File: src/rtl/input_pulse_gen_pkg.sv
// Shared types and helpers for the button front end: lockout FSM states and
// rise-vector decoding used by the top-level symbol FSM.
package input_pulse_pkg;

  typedef enum logic {S_IDLE, S_LOCK} lock_state_t;

  // Widest rise vector the helpers accept; narrower vectors are zero-extended.
  localparam int MAX_CH = 32;

  function automatic int unsigned popcount(input logic [MAX_CH-1:0] v);
    int unsigned cnt;
    cnt = 0;
    for (int i = 0; i < MAX_CH; i++) begin
      if (v[i]) cnt = cnt + 1;
    end
    return cnt;
  endfunction

  function automatic int unsigned onehot_idx(input logic [MAX_CH-1:0] v);
    int unsigned idx;
    idx = 0;
    for (int i = 0; i < MAX_CH; i++) begin
      if (v[i]) idx = i;
    end
    return idx;
  endfunction

endpackage

File: src/rtl/input_debounce_ch.sv
// One button channel: synchroniser chain, saturating debounce counter,
// debounced level and its rising-edge detect.
module input_debounce_ch #(
  parameter int SYNC_STAGES = 2,
  parameter int DB_CYCLES   = 4
) (
  input  logic clk_1H,
  input  logic rst_n,
  input  logic btn,
  output logic level,
  output logic rise
);

  localparam int CNTW = $clog2(DB_CYCLES + 1);
  localparam logic [CNTW-1:0] CNT_LAST = CNTW'(DB_CYCLES - 1);

  logic [SYNC_STAGES-1:0] sync_p0;
  logic                   s_p1;
  logic [CNTW-1:0]        cnt;
  logic                   db_p1;
  logic                   db_p2;

  assign s_p1 = sync_p0[SYNC_STAGES-1];

  always_ff @(posedge clk_1H or negedge rst_n) begin
    if (!rst_n) begin
      sync_p0 <= '0;
      cnt     <= '0;
      db_p1   <= 1'b0;
      db_p2   <= 1'b0;
    end else begin
      // stage p0: shift raw input through the synchroniser
      sync_p0 <= {sync_p0[SYNC_STAGES-2:0], btn};
      // stage p1: flip the debounced level only after a full run of mismatches
      if (s_p1 == db_p1) begin
        cnt <= '0;
      end else if (cnt == CNT_LAST) begin
        db_p1 <= s_p1;
        cnt   <= '0;
      end else begin
        cnt <= cnt + 1'b1;
      end
      // stage p2: delayed level for edge detection
      db_p2 <= db_p1;
    end
  end

  assign level = db_p1;
  assign rise  = db_p1 & ~db_p2;

endmodule

File: src/rtl/input_pulse_gen.sv
// N-channel button front end: per-channel debounce plus a lockout FSM that
// turns channel rises into single symbol events or collision strobes.
module input_pulse_gen
  import input_pulse_pkg::*;
#(
  parameter int NUM_CH      = 2,
  parameter int SYNC_STAGES = 2,
  parameter int DB_CYCLES   = 4,
  parameter int PULSE_MODE  = 1,
  localparam int IDXW       = $clog2(NUM_CH)
) (
  input  logic              clk_1H,
  input  logic              rst_n,
  input  logic [NUM_CH-1:0] btn_in,
  output logic [NUM_CH-1:0] ch_level,
  output logic [NUM_CH-1:0] ch_pulse,
  output logic              any_pulse,
  output logic              bit_valid,
  output logic [IDXW-1:0]   bit_value,
  output logic              collision
);

  logic [NUM_CH-1:0] rise;
  logic [MAX_CH-1:0] rise_ext;
  int unsigned       rise_cnt;
  lock_state_t       state;

  for (genvar i = 0; i < NUM_CH; i++) begin : g_ch
    input_debounce_ch #(
      .SYNC_STAGES(SYNC_STAGES),
      .DB_CYCLES  (DB_CYCLES)
    ) u_ch (
      .clk_1H(clk_1H),
      .rst_n (rst_n),
      .btn   (btn_in[i]),
      .level (ch_level[i]),
      .rise  (rise[i])
    );
  end

  if (PULSE_MODE != 0) begin : g_pulse
    logic [NUM_CH-1:0] pulse_p3;
    always_ff @(posedge clk_1H or negedge rst_n) begin
      if (!rst_n) pulse_p3 <= '0;
      else        pulse_p3 <= rise;
    end
    assign ch_pulse = pulse_p3;
  end else begin : g_level
    assign ch_pulse = ch_level;
  end

  assign any_pulse = |ch_pulse;

  assign rise_ext = MAX_CH'(rise);
  assign rise_cnt = popcount(rise_ext);

  // stage p3: lockout FSM with registered strobes
  always_ff @(posedge clk_1H or negedge rst_n) begin
    if (!rst_n) begin
      state     <= S_IDLE;
      bit_valid <= 1'b0;
      bit_value <= '0;
      collision <= 1'b0;
    end else begin
      bit_valid <= 1'b0;
      collision <= 1'b0;
      case (state)
        S_IDLE: begin
          if (rise_cnt == 1) begin
            bit_valid <= 1'b1;
            bit_value <= IDXW'(onehot_idx(rise_ext));
            state     <= S_LOCK;
          end else if (rise_cnt >= 2) begin
            collision <= 1'b1;
            state     <= S_LOCK;
          end
        end
        S_LOCK: begin
          // Stay locked until every channel is released; rises here are not symbols.
          if (ch_level == '0) state <= S_IDLE;
        end
        default: state <= S_IDLE;
      endcase
    end
  end

endmodule
File: config.mk
export PLATFORM = sky130hd
export DESIGN_NAME = input_pulse_gen
export DESIGN_NICKNAME = d
export VERILOG_FILES = /design/src/rtl/input_pulse_gen_pkg.sv /design/src/rtl/input_debounce_ch.sv /design/src/rtl/input_pulse_gen.sv
export SDC_FILE = /design/constraint.sdc
export NUM_CORES = 1
export LEC_CHECK = 0
export CAP_MARGIN = 40
export CORE_UTILIZATION = 49
export DETAILED_ROUTE_END_ITERATION = 12
export GPL_ROUTABILITY_DRIVEN = 0
export PLACE_DENSITY = 0.81
export SLEW_MARGIN = 5
export SYNTH_ARGS = -nofsm -noshare
export SYNTH_HDL_FRONTEND = slang
export SYNTH_SLANG_ARGS = --single-unit
File: constraint.sdc
create_clock -name clk_1H -period 2 [get_ports clk_1H]
set_input_delay 0.6 -clock clk_1H [delete_from_list [all_inputs] [get_ports clk_1H]]
set_output_delay 0.6 -clock clk_1H [all_outputs]
set_load 0.05 [all_outputs]
After elaboration in Yosys (flattened, before gate mapping)
Index checks and enable logic that the tools add are counted.

word-level totals
  input bits = 4
  logic and storage cells = 49
  register bits after elaboration = 20

cells by class
  reductions and logical operators = 5
  eq/ne operators = 5
  mux-type cells = 15
  bitwise gates (word level) = 7
  add/sub/neg operators = 3
  magnitude comparators = 1

operators by type and width
  operator                                                                              number
  32-bit by 1-bit adder with 32-bit output, second input constant                       1
  32-bit by 1-bit equality test with 1-bit output, second input constant                1
  32-bit by 2-bit greater-or-equal comparator with 1-bit output, second input constant  1
  32-bit 2-to-1 mux                                                                     1
  3-bit 2-to-1 mux                                                                      4
  1-bit 2-to-1 mux                                                                      9
  3-bit by 1-bit adder with 3-bit output, second input constant                         2
  3-bit by 2-bit equality test with 1-bit output, second input constant                 2
  2-bit AND reduction                                                                   3
  1-bit inverter                                                                        5
  1-bit AND                                                                             2
  1-bit equality test                                                                   2
  2-bit zero test                                                                       1
  1-bit case mux with 2 select lines                                                    1
  2-bit OR reduction                                                                    1

Logic depth before layout (Yosys ltp)
Gate-level depths: netlist of run 1.

  depth in word-level cells = 9
  depth in mapped cells = 4
  gate-level depth less buffers = 4

Cells and area by module
Synthesis of run 1 repeated with hierarchy kept, for this count alone.

second synthesis, totals
  cell total of the unflattened synthesis = 46
  area, all modules = 739.5 um^2

modules (own cells, without submodules)
  module                             times used  cells each  area each (um^2)
  input_debounce_ch at g_ch[1].u_ch  1           15          252.7
  input_debounce_ch at g_ch[0].u_ch  1           15          251.5
  input_pulse_gen                    1           16          235.2

Worst setup path before layout of run 1
Ideal clock, no wire load.

  kind = register to output
  start = reg g_pulse.pulse_p3[1], in the netlist ch_pulse[1]
  end = out any_pulse
  buffers on the path = 0
  arrival = 1.030 ns
  cell stages (with the launch flop) = 2
  data required time = 1.400 ns
  path slack = 0.370 ns
  path through = dfrtp_1 or2_2

between the ends
  cells in the longest elaborated chain, start to end = 1

RTL lines
  what                    RTL line               text
  start, declared         input_pulse_gen.sv:42  logic [NUM_CH-1:0] pulse_p3;
  start signal, assigned  input_pulse_gen.sv:45  else pulse_p3 <= rise;
  2-bit OR reduction      input_pulse_gen.sv:52  assign any_pulse = |ch_pulse;
  end, declared           input_pulse_gen.sv:17  output logic any_pulse,

Every way passes these cells.

Final worst setup path of run 1
  start = reg g_pulse.pulse_p3[0], in the netlist ch_pulse[0]
  end = out any_pulse

Same word-level chain as after synthesis.

==> results.yml, run 1 <==
timing:
  setup_viol: 0
  rsz0062_at_grt: "false"
  finalHoldViolCount: 0
  maxSlewViolCount: 0
  fin_skew_ps: 5.46
  setup_tns_ps: 0
  tightestPinTransition_ps: 360
  layout_min_cycle_time_ps: 1760
  period_share_pct: 87.8
  relSlewSlack_pct: 75.8
  maxClockFrequency_mhz: 569
pwr:
  total_leakage_power_nw: 0.444
  powerDensity_nw_per_um2: 1650
  pwr-share-seq_pct: 41.2
  vdd_drop_max_uv: 995
  clockPowerShare_pct: 15.6
  p_sw_share_pct: 40.1
  comb_power_share_pct: 43.2
  p_total_mw: 1.47
  switchingPower_uw: 591
  internal_power_uw: 883
yosys:
  synth_adder_area_share_pct: 6.63
  yosysTopAreaCellShare_pct: 66.3
  yosys-top-cells-count: "dfrtp_1 (20), ha_1 (4), mux2_2 (3)"
  synth_ff_type: "dfrtp_1"
  synth_compound_area_share_pct: 0
  ys_seq_area_share_pct: 66.3
  synth_edf_count: 0
  synth_top_area_cell: "dfrtp_1"
  avgSynthCellArea_um2: 15.7
  synth-xor-area-share_pct: 2.32
  synth_area_leaders: "dfrtp_1 (66%), ha_1 (6.6%), mux2_2 (4.5%)"
  synth_mux_area_share_pct: 5.80
  synth_top_family_by_area: "simple AND/OR/NAND/NOR gates"
  async_flop_share_pct: 100
  synth.most_common_cell: "dfrtp_1"
  synth.cell_area_um2: 754
  synthCells: 48
  syn_nets: 56
  synth_cell_types: 18
  synth_seq_cells: 20
  synth_warnings: 0
  synth-simple-area-share_pct: 15.9
placement:
  dp_hpwl_um: 700
  numPortBuffers: 11
global_routing:
  grt_pass1_vias: 368
  antenna_found_initial: 0
  grt_max_degree: 21
  grt_pass1_wl_um: 1560
  grt_use_total_pct: 15.4
  grt_overflow_total: 0
clock_network:
  postCtsSetupBuffers: 0
  clk_pin_slew_worst_paths_ps: 110
  clockRootBuffer: "clkbuf_4"
  cts.repair.resized: 0
  holdBufCountCts: 0
  insertion_delay_ps: 300
  cts_max_path_buffers: 2
  cts_sinks: 20
  numCtsBuffers: 3
  cts_tree: "yes"
  h-tree-depth: 1
final_layout:
  seqCellArea_um2: 500
  fillers: 107
  diodes: 0
  fin_nets: 71
  multi_input_area_um2: 231
  area_growth_pct: 18.2
  final_layout_size_suffix_gt1_share_pct: 37.1
floorplanning:
  start_util_pct: 55.2
  die_width_um: 41.2
  ios: 12
  die_area_um2: 1700
  die_y_um: 41.2
  core_area_um2: 1370
  rows: 13
detailed_routing:
  drc_errors: 0
  postRouteAntennaNets: 0
  first_iter_violations: 1
  wl_um: 952
  drtPass1Iterations: 2
  wl_per_cell_um: 12.4
  viasPerCell: 4.75
  routed-via-count: 366
worst_setup_path:
  required_ps: 1400
  cp.arrival_ps: 1160
  start_kind: "flop"
  crit_fanout: 2
  critPathKind: "reg2out"
  endpoint_kind: "primary output"
status:
  status: "complete, no violations"
flow_run:
  drv_cap: 0
hold_path:
  hp-class: "reg2reg"
-- power by group through the flow --
| stage | registers (mW) | clock network [mW] | logic (mW) |
|---|---|---|---|
| floorplan | 0.726 | 0 | 0.389 |
| global placement | 0.612 | 0 | 0.634 |
| detailed placement | 0.620 | 0 | 0.649 |
| CTS | 0.611 | 0.235 | 0.648 |
| global route | 0.631 | 0.247 | 0.700 |
| finish | 0.608 | 0.229 | 0.637 |
-- registers in the layout (all words and copies together), names as in the netlist --
register and count:
g_ch.u_ch.cnt 6, g_ch.u_ch.sync_p0 4, ch_pulse 2, g_ch.u_ch.db_p2 2, g_ch.u_ch.level 2, bit_valid 1
bit_value 1, collision 1, state 1
-- cell usage in the layout (no fill, tap or decap) --
master            n
nor3b_1           1
nor3_1            1
nand2b_1          1
nor2b_4           2
buf_4             9
nor2b_1           2
nor3_2            1
xnor2_1           2
clkbuf_8          1
clkbuf_4          3
mux2i_1           1
nor2_1            1
or2_2             1
dfrtp_1          20
mux2_2            3
clkdlybuf4s50_1   3
nor3b_2           2
nor2b_2           1
inv_1             2
ha_1              4
or2b_1            1
-- per-stage QoR --
step / hold WS (ps) / instances / utilization (%) / worst slack (ps) / area (um^2)
6_report: 363 / 77 / 65.3 / 244 / 892
5_1_grt: 370 / 77 / 65.3 / 183 / 892
4_1_cts: 365 / 77 / 65.3 / 224 / 892
3_5_place_dp: 338 / 73 / 62.6 / 432 / 856
3_3_place_gp: 333 / 73 / 62.6 / 491 / 856
2_1_floorplan: 304 / 48 / - / 370 / 754
-- final cells by class --
type	instances	area share, %
Timing Repair Buffer	12	10.9
Sequential cell	20	56.1
Tap cell	15	2.10
Multi-Input combinational cell	24	25.9
Inverter	2	0.842
Clock buffer	4	4.07
-- layer usage --
layer  wire length, um  global-route usage [%]  up-vias
li1                  -                       -      180
met1               460                    17.9      172
met2               433                    24.6       12
met3                48                    3.26        2
met4                10                    12.1        0
met5                 0                       0        -
-- kinds of logic after synthesis --
logic type / count (synthesis)
buffers and inverters: 4
flip-flops: 20
adder cells (fa/ha/maj): 4
XOR/XNOR: 2
AND/OR/NAND/NOR: 14
multiplexers: 4
-- worst max-delay path: stages (launching register included) --
cell     delay, ps
dfrtp_1        400
or2_2          270
buf_4          190
-- final timing paths --
path	startpoint	to	slack (ps)	depth (start not counted)
setup / recovery	ch_pulse[0]	any_pulse	240	2
hold / removal	g_ch[0].u_ch.sync_p0[0]	g_ch[0].u_ch.sync_p0[1]	360	0
setup reg to reg	g_ch[0].u_ch.level	bit_value	430	4
hold reg to reg	g_ch[0].u_ch.sync_p0[0]	g_ch[0].u_ch.sync_p0[1]	360	0
max in group asynchronous	rst_n	g_ch[1].u_ch.db_p2	1160	2
min in group asynchronous	rst_n	g_ch[0].u_ch.cnt[0]	630	2
No activity file was read; power rests on OpenSTA's default activity.
==> run 2, diff against run 1 <==
==> constraint.sdc (replaced) <==
create_clock -name clk_1H -period 1.7 [get_ports clk_1H]
set_input_delay 0.51 -clock clk_1H [delete_from_list [all_inputs] [get_ports clk_1H]]
set_output_delay 0.51 -clock clk_1H [all_outputs]
set_load 0.05 [all_outputs]
==> run 2 against run 1 <==
Design area grew 13%. Sequential share of layout area decreased by 6.7 points. Global-route usage grew 0.63 points. Non-clock buffer count up 3. Combinational power increased by 65%. Clock skew decreased by 1.0 ps. Count of clock-buffer cells in the layout stayed put. Worst hold slack worse by 4.3 ps. Wire length grew 2.6%. Via count grew 4.9%. Clock power grew 14%. Critical path type unchanged. Largest power group unchanged.
==> results.yml, run 2 (synthesis results as in run 1) <==
status:
  status: "complete, no violations"
floorplanning:
  core_area_um2: 1370
  die_width_um: 41.2
  ios: 12
  start_util_pct: 55.2
  rows: 13
  die_y_um: 41.2
  die_area_um2: 1700
global_routing:
  grt_max_degree: 21
  grt_use_total_pct: 16.1
  antenna_found_initial: 0
  grt_pass1_wl_um: 1640
  grt_overflow_total: 0
  grt_pass1_vias: 375
final_layout:
  stdcell_count: 80
  final_cell_mix: "dfrtp_1 (20), buf_12 (7), ha_1 (4), buf_4 (4)"
  area_growth_pct: 34.2
  multi_input_area_um2: 234
  diodes: 0
  fillers: 92
  regMostFlops: "g_ch.u_ch.cnt"
  top_regs: "g_ch.u_ch.cnt x6, g_ch.u_ch.sync_p0 x4"
  final_layout_size_suffix_gt1_share_pct: 40.0
  seqCellArea_um2: 500
  layout_commonest_cell: "dfrtp_1"
  largest_reg_flops: 6
  fin_nets: 74
placement:
  place_ws_ps: 230
  numPortBuffers: 11
  dp_hpwl_um: 703
  placed_cells: 74
timing:
  hold_ws_ps: 359
  setup_tns_ps: 0
  layout_min_cycle_time_ps: 1580
  rsz0062_at_grt: "false"
  period_share_pct: 93.0
  relSlewSlack_pct: 73.8
  tightestPinTransition_ps: 391
  fin_skew_ps: 4.41
  setup_viol: 0
  setup_slack_ps: 119
  finalHoldViolCount: 0
  maxClockFrequency_mhz: 633
  maxSlewViolCount: 0
worst_setup_path:
  crit_chain: "or2_4 > buf_8"
  required_ps: 1190
  cpMaxStageDelayCell: "dfrtp_1"
  start_kind: "flop"
  cp.arrival_ps: 1070
  crit_fanout: 2
  endpoint_kind: "primary output"
  critPathKind: "reg2out"
  timing.reg2reg.setup_slack_ps: 200
  critPathMaxStageDelay_ps: 390
pwr:
  pwr-share-seq_pct: 35.5
  powerDensity_nw_per_um2: 2010
  internal_power_mw: 1.28
  vdd_drop_max_uv: 1200
  total_leakage_power_nw: 0.487
  switchingPower_uw: 750
  p_sw_share_pct: 36.9
  clockPowerShare_pct: 12.9
  comb_power_share_pct: 51.6
clock_network:
  numCtsBuffers: 3
  h-tree-depth: 1
  clockRootBuffer: "clkbuf_4"
  cts_tree: "yes"
  cts_max_path_buffers: 2
  holdBufCountCts: 0
  cts_sinks: 20
  insertion_delay_ps: 290
  clk_pin_slew_worst_paths_ps: 110
detailed_routing:
  first_iter_violations: 1
  postRouteAntennaNets: 0
  drc_errors: 0
  viasPerCell: 4.80
  wl_um: 977
  wl_per_cell_um: 12.2
  drtPass1Iterations: 2
  routed-via-count: 384
flow_run:
  drv_cap: 0
hold_path:
  hp-class: "reg2reg"
## run 2: worst max-delay path, delay by kind of cell (launching register included)
| kind | cells | cell delay (ps) |
|---|---|---|
| buffers and inverters | 1 | 150 |
| flip-flops | 1 | 390 |
| AND/OR/NAND/NOR | 1 | 250 |
## run 2: power by group through the flow
stage                     Sequential, mW  Clock [mW]  Combinational (mW)
after floorplan                    0.854           0               0.457
after global placement             0.733           0               0.945
after detailed placement           0.743           0               0.967
after CTS                          0.727       0.272               0.993
after global routing               0.743       0.288                1.12
final                              0.721       0.262                1.05
## run 2: path summary, 6_finish.rpt
check,cells after the start,endpoint,startpoint
hold reg to reg,0,g_ch[0].u_ch.sync_p0[1],g_ch[0].u_ch.sync_p0[0]
max in group asynchronous,2,bit_value,rst_n
setup reg to reg,4,bit_value,g_ch[0].u_ch.db_p2
min in group asynchronous,2,g_ch[0].u_ch.db_p2,rst_n
setup / recovery,2,any_pulse,ch_pulse[1]
hold / removal,0,g_ch[0].u_ch.sync_p0[1],g_ch[0].u_ch.sync_p0[0]
## run 2: cell type report
class,instances,share of cell area (%)
sequential,20,49.4
multi-input combinational,24,23.1
timing repair buffer,15,21.3
clock buffer,4,3.58
tap,15,1.85
inverter,2,0.742
## run 2: timing repair
item                       CTS  global route
setup buffers                1             1
setup endpoints to repair    1             1
gates resized for setup      0             3
## run 2: metrics by stage
stage / power, mW / area (um^2) / util [%]
2_1_floorplan: 1.31 / 754 / -
6_report: 2.03 / 1010 / 74.1
4_1_cts: 1.99 / 995 / 72.8
3_3_place_gp: 1.68 / 951 / 69.6
3_5_place_dp: 1.71 / 951 / 69.6
5_1_grt: 2.16 / 1010 / 74.1
## run 2: metal layers
metal	up-vias	track usage [%]	wire, um
met5	-	0	0
met2	12	26.2	498
met3	2	5.98	52
met4	0	9.68	10
met1	184	17.7	416
li1	186	-	-
==> run 3, diff against run 2 <==
--- a/config.mk
+++ b/config.mk
@@ -10,6 +10,7 @@
 export DETAILED_ROUTE_END_ITERATION = 12
 export GPL_ROUTABILITY_DRIVEN = 0
 export PLACE_DENSITY = 0.81
+export RECOVER_POWER = 25
 export SLEW_MARGIN = 5
 export SYNTH_ARGS = -nofsm -noshare
 export SYNTH_HDL_FRONTEND = slang
==> run 3 against run 2 <==
First-iteration DRC count stayed put. Clock skew hardly changed. Sequential share of layout area is 0.12 points higher. Register-to-register slack hardly changed. Count of clock-buffer cells in the layout stayed put. Design area is 0.25% lower. Wire length is 0.10% lower. Cell count stayed put. Combinational power hardly changed. Sequential power hardly changed. Critical endpoint unchanged. Largest power group unchanged. Highest routed layer unchanged.
==> results.yml, run 3 (synthesis results as in run 1) <==
status:
  status: "complete, no violations"
worst_setup_path:
  start_kind: "flop"
  cp.arrival_ps: 1070
  cpMaxStageDelayCell: "dfrtp_1"
  startpoint: "ch_pulse[1]"
  timing.reg2reg.setup_slack_ps: 200
  rr_endpoint: "bit_value"
  worstReg2RegStart: "g_ch[0].u_ch.db_p2"
  crit_end: "any_pulse"
  cp.depth: 2
  crit_chain: "or2_4 > buf_8"
  critPathMaxStageDelay_ps: 390
  cp.buffers_inverters: 1
  required_ps: 1190
  r2r_cells: 4
  crit_fanout: 2
  endpoint_kind: "primary output"
  crit_family: "flip-flops"
  critPathKind: "reg2out"
floorplanning:
  die_area_um2: 1700
  die_width_um: 41.2
  start_util_pct: 55.2
  rows: 13
  ios: 12
  die_y_um: 41.2
  core_area_um2: 1370
timing:
  relSlewSlack_pct: 68.9
  setup_slack_ps: 119
  setup_tns_ps: 0
  maxSlewViolCount: 0
  rsz0062_at_grt: "false"
  hold_ws_ps: 359
  fin_skew_ps: 4.40
  layout_min_cycle_time_ps: 1580
  setup_viol: 0
  maxClockFrequency_mhz: 633
  tightestPinTransition_ps: 466
  period_share_pct: 93.0
  finalHoldViolCount: 0
pwr:
  total_leakage_power_nw: 0.487
  powerDensity_nw_per_um2: 2010
  vdd_drop_max_uv: 1200
  p_total_mw: 2.03
clock_network:
  insertion_delay_ps: 290
  h-tree-depth: 1
  cts_max_path_buffers: 2
  numCtsBuffers: 3
  cts_tree: "yes"
  clk_pin_slew_worst_paths_ps: 110
  clockRootBuffer: "clkbuf_4"
  cts_sinks: 20
placement:
  place_ws_ps: 230
  numPortBuffers: 11
  dpl_cell_area_um2: 951
  dp_hpwl_um: 703
  placed_cells: 74
detailed_routing:
  drc_errors: 0
  first_iter_violations: 1
  routed-via-count: 384
  wl_per_cell_um: 12.2
  drtPass1Iterations: 2
  postRouteAntennaNets: 0
  wl_um: 976
  viasPerCell: 4.80
global_routing:
  grt_use_total_pct: 16.1
  grt_max_degree: 21
  grt_pass1_vias: 375
  busiest_layer: "met2"
  grt_use_met2_pct: 26.2
  grtUsageMet3_pct: 5.98
  antenna_found_initial: 0
  grtUsageMet1_pct: 17.7
  grt_overflow_total: 0
  grt_pass1_wl_um: 1640
final_layout:
  final_layout_size_suffix_gt1_share_pct: 40.0
  fillers: 93
  final_cell_mix: "dfrtp_1 (20), buf_12 (7), ha_1 (4)"
  fin_area_um2: 1010
  fin_nets: 74
  layout_commonest_cell: "dfrtp_1"
  largest_reg_flops: 6
  regMostFlops: "g_ch.u_ch.cnt"
  area_growth_pct: 33.8
  fin_util_pct: 73.9
  diodes: 0
  top_regs: "g_ch.u_ch.cnt x6, g_ch.u_ch.sync_p0 x4"
  stdcell_count: 80
flow_run:
  drv_cap: 0
hold_path:
  hp-class: "reg2reg"
-- run 3: cell count changes in the layout (fill, tap and decap cells not counted), sizes merged --
cell	before	now
buf	12	11
clkdlybuf4s50	3	0
dlygate4sd3	0	3
clkbuf	4	5
-- run 3: timing repair --
item / CTS / global route
hold buffers: 0 / 0
setup endpoints to repair: 1 / 1
buffers inserted: 1 / 1
hold endpoints to repair: 0 / 0
resized for setup: 0 / 3
-- run 3: final cells by class --
class / count / area [um^2] / share of cell area, %
Clock buffer: 4 / 36.3 / 3.59
Tap cell: 15 / 18.8 / 1.86
Sequential cell: 20 / 500 / 49.6
Multi-Input combinational cell: 24 / 234 / 23.2
Inverter: 2 / 7.51 / 0.743
Timing Repair Buffer: 15 / 213 / 21.1
-- run 3: worst register-to-register path, delay by kind of cell, from the launching register on --
family / cells / cell delay [ps]
simple gates: 2 / 400
flops: 1 / 380
mux: 1 / 330
fa+ha+maj: 1 / 270
-- run 3: power by group --
group	total [mW]	switching, mW	internal [mW]	leakage [nW]
sequential	0.721	0.100	0.621	0.252
clock	0.262	0.131	0.130	0.0210
combinational	1.05	0.518	0.527	0.214
-- run 3: worst min path at each step --
stage                                 start                       to  slack (ps)  cells past startpoint
floorplan                             rst_n                bit_valid         210                      0
global placement    g_ch[0].u_ch.sync_p0[0]  g_ch[0].u_ch.sync_p0[1]         330                      0
detailed placement  g_ch[0].u_ch.sync_p0[0]  g_ch[0].u_ch.sync_p0[1]         330                      0
CTS                 g_ch[0].u_ch.sync_p0[0]  g_ch[0].u_ch.sync_p0[1]         360                      0
global route        g_ch[1].u_ch.sync_p0[0]  g_ch[1].u_ch.sync_p0[1]         380                      0
finish              g_ch[0].u_ch.sync_p0[0]  g_ch[0].u_ch.sync_p0[1]         360                      0
-- run 3: routing by layer --
layer	vias to the layer above	wire length [um]	share of wire, %
met5	-	0	0
met4	0	10	1.0
met3	2	51	5.2
met2	12	498	51
met1	184	415	43
li1	186	-	-
